`src/rtl/rv32_pkg.sv`:
```
// rtl/rv32_pkg.sv - shared RV32I decode types, encodings and opcode constants
package rv32_pkg;

  typedef enum logic [3:0] {
    ALU_ADD, ALU_SUB, ALU_SLL, ALU_SLT, ALU_SLTU, ALU_XOR,
    ALU_SRL, ALU_SRA, ALU_OR, ALU_AND, ALU_PASS_B
  } alu_op_t;

  typedef enum logic [2:0] {
    BR_EQ = 3'd0, BR_NE = 3'd1, BR_NEVER2 = 3'd2, BR_NEVER3 = 3'd3,
    BR_LT = 3'd4, BR_GE = 3'd5, BR_LTU = 3'd6, BR_GEU = 3'd7
  } branch_type_t;

  localparam logic [2:0] LS_NONE = 3'd0;
  localparam logic [2:0] LS_LB   = 3'd1;
  localparam logic [2:0] LS_LH   = 3'd2;
  localparam logic [2:0] LS_LW   = 3'd3;
  localparam logic [2:0] LS_SB   = 3'd5;
  localparam logic [2:0] LS_SH   = 3'd6;
  localparam logic [2:0] LS_SW   = 3'd7;

  localparam logic [6:0] OP_LUI    = 7'h37;
  localparam logic [6:0] OP_AUIPC  = 7'h17;
  localparam logic [6:0] OP_JAL    = 7'h6f;
  localparam logic [6:0] OP_JALR   = 7'h67;
  localparam logic [6:0] OP_BRANCH = 7'h63;
  localparam logic [6:0] OP_LOAD   = 7'h03;
  localparam logic [6:0] OP_STORE  = 7'h23;
  localparam logic [6:0] OP_IMM    = 7'h13;
  localparam logic [6:0] OP_REG    = 7'h33;
  localparam logic [6:0] OP_FENCE  = 7'h0f;
  localparam logic [6:0] OP_SYSTEM = 7'h73;

  typedef struct packed {
    logic [4:0]   rs1_addr;
    logic [4:0]   rs2_addr;
    logic [4:0]   rd_addr;
    logic [31:0]  imm;
    alu_op_t      alu_op;
    logic         rs1_pc;
    logic         rs2_imm;
    logic         branch;
    branch_type_t branch_type;
    logic         jump;
    logic [2:0]   loadstore;
    logic         load_zeroextend;
    logic [31:0]  pc;
    logic [32:0]  inst_raw;
  } instruction_t;

  // alt selects SUB/SRA; the caller decides where instr[30] is meaningful
  function automatic alu_op_t alu_from_f3(input logic [2:0] f3, input logic alt);
    case (f3)
      3'd0:    return alt ? ALU_SUB : ALU_ADD;
      3'd1:    return ALU_SLL;
      3'd2:    return ALU_SLT;
      3'd3:    return ALU_SLTU;
      3'd4:    return ALU_XOR;
      3'd5:    return alt ? ALU_SRA : ALU_SRL;
      3'd6:    return ALU_OR;
      default: return ALU_AND;
    endcase
  endfunction

endpackage

```
`src/rtl/rv32_alu_core.sv`:
```
// rtl/rv32_alu_core.sv - registered ALU with optional one-bit-per-cycle shifter
module rv32_alu_core
  import rv32_pkg::*;
#(
  parameter bit USE_BARREL_SHIFTER = 1'b1
) (
  input  logic        clk,
  input  logic        rst,
  input  logic        valid,
  input  alu_op_t     op,
  input  logic [31:0] a,
  input  logic [31:0] b,
  output logic [31:0] result,
  output logic        result_valid
);

  typedef enum logic {S_IDLE, S_BUSY} state_t;

  state_t      state, state_next;
  logic [31:0] result_next, comb_result;
  logic [4:0]  cnt, cnt_next;
  alu_op_t     shift_op, shift_op_next;
  logic        is_shift;

  always_comb begin
    comb_result = '0;
    case (op)
      ALU_ADD:    comb_result = a + b;
      ALU_SUB:    comb_result = a - b;
      ALU_SLL:    comb_result = a << b[4:0];
      ALU_SLT:    comb_result = {31'b0, $signed(a) < $signed(b)};
      ALU_SLTU:   comb_result = {31'b0, a < b};
      ALU_XOR:    comb_result = a ^ b;
      ALU_SRL:    comb_result = a >> b[4:0];
      ALU_SRA:    comb_result = $unsigned($signed(a) >>> b[4:0]);
      ALU_OR:     comb_result = a | b;
      ALU_AND:    comb_result = a & b;
      ALU_PASS_B: comb_result = b;
      default:    comb_result = '0;
    endcase
  end

  assign is_shift = (op == ALU_SLL) || (op == ALU_SRL) || (op == ALU_SRA);

  // The result register doubles as the shift accumulator in serial mode
  always_comb begin
    state_next    = state;
    result_next   = result;
    cnt_next      = cnt;
    shift_op_next = shift_op;
    case (state)
      S_IDLE: begin
        if (valid) begin
          if (!USE_BARREL_SHIFTER && is_shift && (b[4:0] != 5'd0)) begin
            state_next    = S_BUSY;
            result_next   = a;
            cnt_next      = b[4:0];
            shift_op_next = op;
          end else begin
            result_next = comb_result;
          end
        end
      end
      S_BUSY: begin
        case (shift_op)
          ALU_SLL: result_next = {result[30:0], 1'b0};
          ALU_SRA: result_next = {result[31], result[31:1]};
          default: result_next = {1'b0, result[31:1]};
        endcase
        cnt_next = cnt - 5'd1;
        if (cnt == 5'd1) state_next = S_IDLE;
      end
      default: state_next = S_IDLE;
    endcase
  end

  always_ff @(posedge clk or posedge rst) begin
    if (rst) begin
      state    <= S_IDLE;
      result   <= '0;
      cnt      <= '0;
      shift_op <= ALU_ADD;
    end else begin
      state    <= state_next;
      result   <= result_next;
      cnt      <= cnt_next;
      shift_op <= shift_op_next;
    end
  end

  assign result_valid = (state == S_IDLE);

endmodule

```
`src/rtl/rv32i_exec_unit.sv`:
```
// rtl/rv32i_exec_unit.sv - RV32I decode, branch compare and registered ALU stage
module rv32i_exec_unit
  import rv32_pkg::*;
#(
  parameter bit USE_BARREL_SHIFTER = 1'b1
) (
  input  logic        i_clk,
  input  logic        i_rst,
  input  logic [31:0] i_instr,
  input  logic [31:0] i_pc,
  input  logic [31:0] i_rs1_data,
  input  logic [31:0] i_rs2_data,
  input  logic        i_valid,
  output logic [4:0]  o_rs1_addr,
  output logic [4:0]  o_rs2_addr,
  output logic [4:0]  o_rd_addr,
  output logic [31:0] o_alu_out,
  output logic        o_alu_valid,
  output logic        o_take_branch,
  output logic        o_take_jump,
  output logic [31:0] o_target,
  output logic [31:0] o_mem_addr,
  output logic [31:0] o_mem_wdata,
  output logic [2:0]  o_loadstore,
  output logic        o_load_zeroext,
  output logic        o_illegal
);

  instruction_t dec;
  logic [31:0]  ins, imm_i, imm_s, imm_b, imm_u, imm_j;
  logic [6:0]   opcode, f7;
  logic [2:0]   f3;
  logic         legal, cond;
  logic [31:0]  op_a, op_b, tgt_b, tgt_sum;

  always_comb begin
    dec          = '0;
    dec.inst_raw = {1'b1, i_instr};
    dec.pc       = i_pc;
    ins          = dec.inst_raw[31:0];
    opcode       = ins[6:0];
    f3           = ins[14:12];
    f7           = ins[31:25];
    imm_i = {{20{ins[31]}}, ins[31:20]};
    imm_s = {{20{ins[31]}}, ins[31:25], ins[11:7]};
    imm_b = {{19{ins[31]}}, ins[31], ins[7], ins[30:25], ins[11:8], 1'b0};
    imm_u = {ins[31:12], 12'b0};
    imm_j = {{11{ins[31]}}, ins[31], ins[19:12], ins[20], ins[30:21], 1'b0};
    dec.rs1_addr    = ins[19:15];
    dec.rs2_addr    = ins[24:20];
    dec.rd_addr     = ins[11:7];
    dec.alu_op      = ALU_ADD;
    dec.rs2_imm     = 1'b1;
    dec.branch_type = branch_type_t'(f3);
    legal           = 1'b1;
    case (opcode)
      OP_LUI:   begin dec.imm = imm_u; dec.alu_op = ALU_PASS_B; end
      OP_AUIPC: begin dec.imm = imm_u; dec.rs1_pc = 1'b1; end
      OP_JAL:   begin dec.imm = imm_j; dec.rs1_pc = 1'b1; dec.jump = 1'b1; end
      OP_JALR:  begin dec.imm = imm_i; dec.jump = 1'b1; legal = (f3 == 3'd0); end
      OP_BRANCH: begin
        dec.imm     = imm_b;
        dec.rs1_pc  = 1'b1;
        dec.rs2_imm = 1'b0;
        dec.branch  = 1'b1;
        dec.rd_addr = 5'd0;
      end
      OP_LOAD: begin
        dec.imm             = imm_i;
        dec.loadstore       = {1'b0, f3[1:0] + 2'd1};
        dec.load_zeroextend = f3[2];
        legal = (f3[1:0] != 2'b11) && !(f3[2] && f3[1]);
      end
      OP_STORE: begin
        dec.imm       = imm_s;
        dec.loadstore = {1'b1, f3[1:0] + 2'd1};
        dec.rd_addr   = 5'd0;
        legal = !f3[2] && (f3[1:0] != 2'b11);
      end
      OP_IMM: begin
        dec.imm    = imm_i;
        dec.alu_op = alu_from_f3(f3, (f3 == 3'd5) && ins[30]);
        if (f3 == 3'd1)      legal = (f7 == 7'h00);
        else if (f3 == 3'd5) legal = ((f7 & 7'h5f) == 7'h00);
      end
      OP_REG: begin
        dec.rs2_imm = 1'b0;
        dec.alu_op  = alu_from_f3(f3, ins[30]);
        legal = (f7 == 7'h00) || ((f7 == 7'h20) && ((f3 == 3'd0) || (f3 == 3'd5)));
      end
      OP_FENCE, OP_SYSTEM: dec.rd_addr = 5'd0;
      default: legal = 1'b0;
    endcase
    if (!legal) begin
      dec.rd_addr         = 5'd0;
      dec.branch          = 1'b0;
      dec.jump            = 1'b0;
      dec.loadstore       = LS_NONE;
      dec.load_zeroextend = 1'b0;
      dec.inst_raw[32]    = 1'b0;
    end
  end

  // Comparison works on the forwarded registers, not the ALU operands
  always_comb begin
    cond = 1'b0;
    case (dec.branch_type)
      BR_EQ:   cond = (i_rs1_data == i_rs2_data);
      BR_NE:   cond = (i_rs1_data != i_rs2_data);
      BR_LT:   cond = ($signed(i_rs1_data) < $signed(i_rs2_data));
      BR_GE:   cond = ($signed(i_rs1_data) >= $signed(i_rs2_data));
      BR_LTU:  cond = (i_rs1_data < i_rs2_data);
      BR_GEU:  cond = (i_rs1_data >= i_rs2_data);
      default: cond = 1'b0;
    endcase
  end

  assign op_a    = dec.rs1_pc ? dec.pc : i_rs1_data;
  assign op_b    = dec.rs2_imm ? dec.imm : i_rs2_data;
  assign tgt_b   = dec.branch ? dec.imm : op_b;
  assign tgt_sum = op_a + tgt_b;

  assign o_rs1_addr     = dec.rs1_addr;
  assign o_rs2_addr     = dec.rs2_addr;
  assign o_rd_addr      = dec.rd_addr;
  assign o_take_branch  = dec.branch && cond;
  assign o_take_jump    = dec.jump;
  assign o_target       = {tgt_sum[31:1], 1'b0};
  assign o_mem_addr     = i_rs1_data + dec.imm;
  assign o_mem_wdata    = i_rs2_data;
  assign o_loadstore    = dec.loadstore;
  assign o_load_zeroext = dec.load_zeroextend;
  assign o_illegal      = !dec.inst_raw[32];

  rv32_alu_core #(.USE_BARREL_SHIFTER(USE_BARREL_SHIFTER)) u_alu (
    .clk          (i_clk),
    .rst          (i_rst),
    .valid        (i_valid),
    .op           (dec.alu_op),
    .a            (op_a),
    .b            (op_b),
    .result       (o_alu_out),
    .result_valid (o_alu_valid)
  );

endmodule

```
`config.mk`:
```
export PLATFORM = sky130hd
export DESIGN_NAME = rv32i_exec_unit
export DESIGN_NICKNAME = d
export VERILOG_FILES = /design/src/rtl/rv32_pkg.sv /design/src/rtl/rv32_alu_core.sv /design/src/rtl/rv32i_exec_unit.sv
export SDC_FILE = /design/constraint.sdc
export NUM_CORES = 1
export LEC_CHECK = 0
export BUFFER_PORTS_ARGS = -buffer_cell sky130_fd_sc_hd__clkbuf_2
export CAP_MARGIN = 0
export CORE_ASPECT_RATIO = 1.5
export CORE_UTILIZATION = 29
export DETAILED_ROUTE_END_ITERATION = 8
export RECOVER_POWER = 100
export SYNTH_ARGS = -nofsm -noshare
export SYNTH_HDL_FRONTEND = slang
export SYNTH_SLANG_ARGS = --single-unit
```
`constraint.sdc`:
```
create_clock -name i_clk -period 11.6 [get_ports i_clk]
set_clock_uncertainty 0.15 [all_clocks]
set_input_delay 0.58 -clock i_clk [delete_from_list [all_inputs] [get_ports i_clk]]
set_output_delay 0.58 -clock i_clk [all_outputs]
set_load 0.05 [all_outputs]
```
==> results.md <==
* Status: finished, violations left
* Failing checks: capacitance limit, slew limit
* Pint at 512.3 uW
* Area grow syn2layout at 10.37%
* Via-to-Cell Ratio at 6.004
* Layout Nets at 2893
* CTS clk-pin slew, worst paths at 0.06 ns
* Total Wirelength at 90470 um
* Synth Flop Type: dfrtp_1
* PwrDens at 63.24 nW/um2
* CTS Hold Bufs at 0
* Post_cts resized at 0
* Syn. warnings at 0
* CTS Buffer Depth at 2
* First-pass GRT wire length at 129700 um
* Crit path DAT at 7.70 ns
* Non-Filler Instances at 3319
* Multi-input gate area at 14470 um2
* RSZ-0062 raised after global routing: no
* Largest net degree at the start of global routing at 67
* Mapped cell area at 17030 um2
* Maximum clock frequency at 118.6 MHz
* CTS tree: built
* Crit end category: output port
* Leakage at 0.009436 uW
* Hold WS at 0.3233 ns
* Die width at 199.8 um
* Seq pwr share at 0.139
* Net Sw Frac at 0.5688
* Count of pins over their slew limit at 198
* Slowest stage cell, crit path: o31a_1
* Maxcap violations at 4
* Netlist cell types at 109
* Die Ht at 298.8 um
* Mean Syn Cell Area at 7.139 um2
* Logic pwr share at 0.705
* FFs w/ async S/R, synth at 1.000
* Core area at 57970 um2
* Crit Path Category: input pin to output port
* Part of the Yosys area used for sequential elements at 0.05585
* FILL cells at 6469
* Most frequent cells in the layout: a21oi_1 (220), ha_1 (212), nor2_1 (197)
* Setup crit start kind: input pin
* Minimum clock period at 8.432 ns
* Worst-path maximum fanout at 49
* CTS H-tree depth at 2
* Initial drt markers at 2065
* Worst EP required at 10.87 ns
* Mux cell area share after synthesis at 0.1359
* Crit path largest cell delay at 1.94 ns
* Fraction of final layout cells with drive strength greater than 1 at 0.1166
* Complex-gate fraction of the synthesized area at 0.3135
* Clock sinks at 38
* Register area at 952.2 um2
* Worst VDD drop at 0.00004788 V
* Grt total ovfl at 0
* Top-level port count at 282
* Type of the worst min-delay path: flip-flop to flip-flop
* Final setup viols at 0
* Cell family with most CP delay: compound AO/OA/AOI/OAI gates
* Num CTS Buffers at 5
* Psw at 676.0 uW
* Via count at 19930
* Least-Margin Pin Slew at 2.686 ns
* Most common cell after layout, fill and taps aside: a21oi_1
* Drc violations at 0
* Clk network pwr share at 0.157
* Max transition margin at -0.7904
* Initial Utilization at 0.2937
* Port Buffers at 280
* Placed cell count at 3309
* Crit-path cells: clkbuf_1, nand2b_1, o32ai_1, o31a_1, nand3_1, fa_1, nor2b_1, o21ai_0, a21boi_0, o21a_1, o21a_1, o2111a_1, o2111a_1, nor3_1, nor4_1, o211ai_1, nand3b_1, clkbuf_1
* Gr usage total at 0.2953
* Post-route ant nets at 0
* Clock Latency Late Sink at 0.29 ns
* Mapped Nets at 2732
* DP HPWL at 72950 um
* Post-synth EDFFs at 0
* Post-Synthesis Cells at 2385
* Initial antenna violation count at 4
* Setup_tns at 0 ns
* Final Hold Fails at 0
* Full die area at 59700 um2
* Setup Fix Bufs, Post-CTS at 0
* Seq cells post-synth at 38
* Largest family of logic cells by synthesized area: compound AO/OA/AOI/OAI gates
* Clock Root Buffer: clkbuf_16
* Simple-Gate Fraction of Synth Area at 0.2001
* GP Congestion at 1.121
* Post-Synth Adder-Cell Area at 0.1605
* Buffers & Inverters on Critical Path at 2
* WL/cell at 27.26 um
* Xor-xnor portion of the synthesized cell area at 0.03858
* Fin util at 0.3242
* Vias in the first global route at 19180
* Final period util at 0.7269
* Drt pass-1 iters at 8
* Standard-cell row count at 108
## cell families after synthesis
family,Yosys count
adder cells (fa/ha/maj),216
AO/OA/AOI/OAI,806
XOR/XNOR,75
buffers and inverters,340
AND/OR/NAND/NOR,695
other,1
flip-flops,38
multiplexers,214
## Yosys cell counts (22+ instances only)
cell / number / area, um2
dfrtp_1: 38 / 950.9
mux2_2: 52 / 585.6
and2_1: 23 / 143.9
a21o_1: 64 / 480.5
o21bai_1: 31 / 232.7
xor2_1: 24 / 210.2
nand3_1: 53 / 265.3
nand2_1: 189 / 709.4
ha_1: 212 / 2653
mux2i_1: 143 / 1431
nor2_1: 200 / 750.7
nor3_1: 45 / 225.2
o21ai_0: 175 / 875.8
o211ai_1: 27 / 202.7
nand2b_1: 22 / 137.6
or3_1: 25 / 156.4
buf_4: 49 / 367.9
inv_1: 162 / 608.1
xnor2_1: 51 / 446.7
clkbuf_1: 82 / 307.8
a21oi_1: 220 / 1101
nor3b_1: 27 / 202.7
## path summary, 6_finish.rpt
path | start | endpoint | slack, ns | depth (start not counted)
worst max-delay path | i_instr[5] | o_target[30] | 3.17 | 18
worst min-delay path | u_alu.cnt[4] | u_alu.cnt[4] | 0.32 | 1
worst max register to register | u_alu.state | u_alu.result[19] | 6.25 | 8
worst min register to register | u_alu.cnt[4] | u_alu.cnt[4] | 0.32 | 1
max in group asynchronous | i_rst | u_alu.state | 8.90 | 3
min in group asynchronous | i_rst | u_alu.result[17] | 0.94 | 3
## sequential cells by signal (all words and copies together) (netlist names)
signal	count
u_alu.result	32
u_alu.state	1
u_alu.cnt	5
## final cells by class
type	count	share of cell area
Multi-Input combinational cell	2007	0.7702
Timing Repair Buffer	329	0.08383
Tap cell	770	0.05127
Sequential cell	38	0.05067
Inverter	165	0.03322
Clock buffer	6	0.007391
Clock inverter	2	0.003196
Antenna cell	2	0.0002663
## layer usage
| layer | track usage | up-vias | routed length, um |
|---|---|---|---|
| met3 | 0.05259 | 336 | 7880 |
| met1 | 0.3401 | 9245 | 33050 |
| li1 | - | 9074 | - |
| met2 | 0.4897 | 1268 | 41780 |
| met5 | 0 | - | 31 |
| met4 | 0.2056 | 4 | 7729 |
## power by group through the flow
stage               registers (uW)  clock network (uW)  logic (uW)
floorplan                      217                   0         511
finish                         165                 186         837
detailed placement             167                   0         823
global route                   166                 191         881
global placement               166                   0         829
CTS                            165                 188         827
## stage by stage
stage                     power [uW]  worst slack, ns  cell area (um2)
after CTS                       1180            4.612            19010
after global placement         994.5            4.767            18810
after floorplan                727.3            4.906            17030
after global routing            1239            2.800            18790
final                           1188            3.168            18790
after detailed placement       990.4            4.649            18810
No activity file was read; power rests on OpenSTA's default activity.
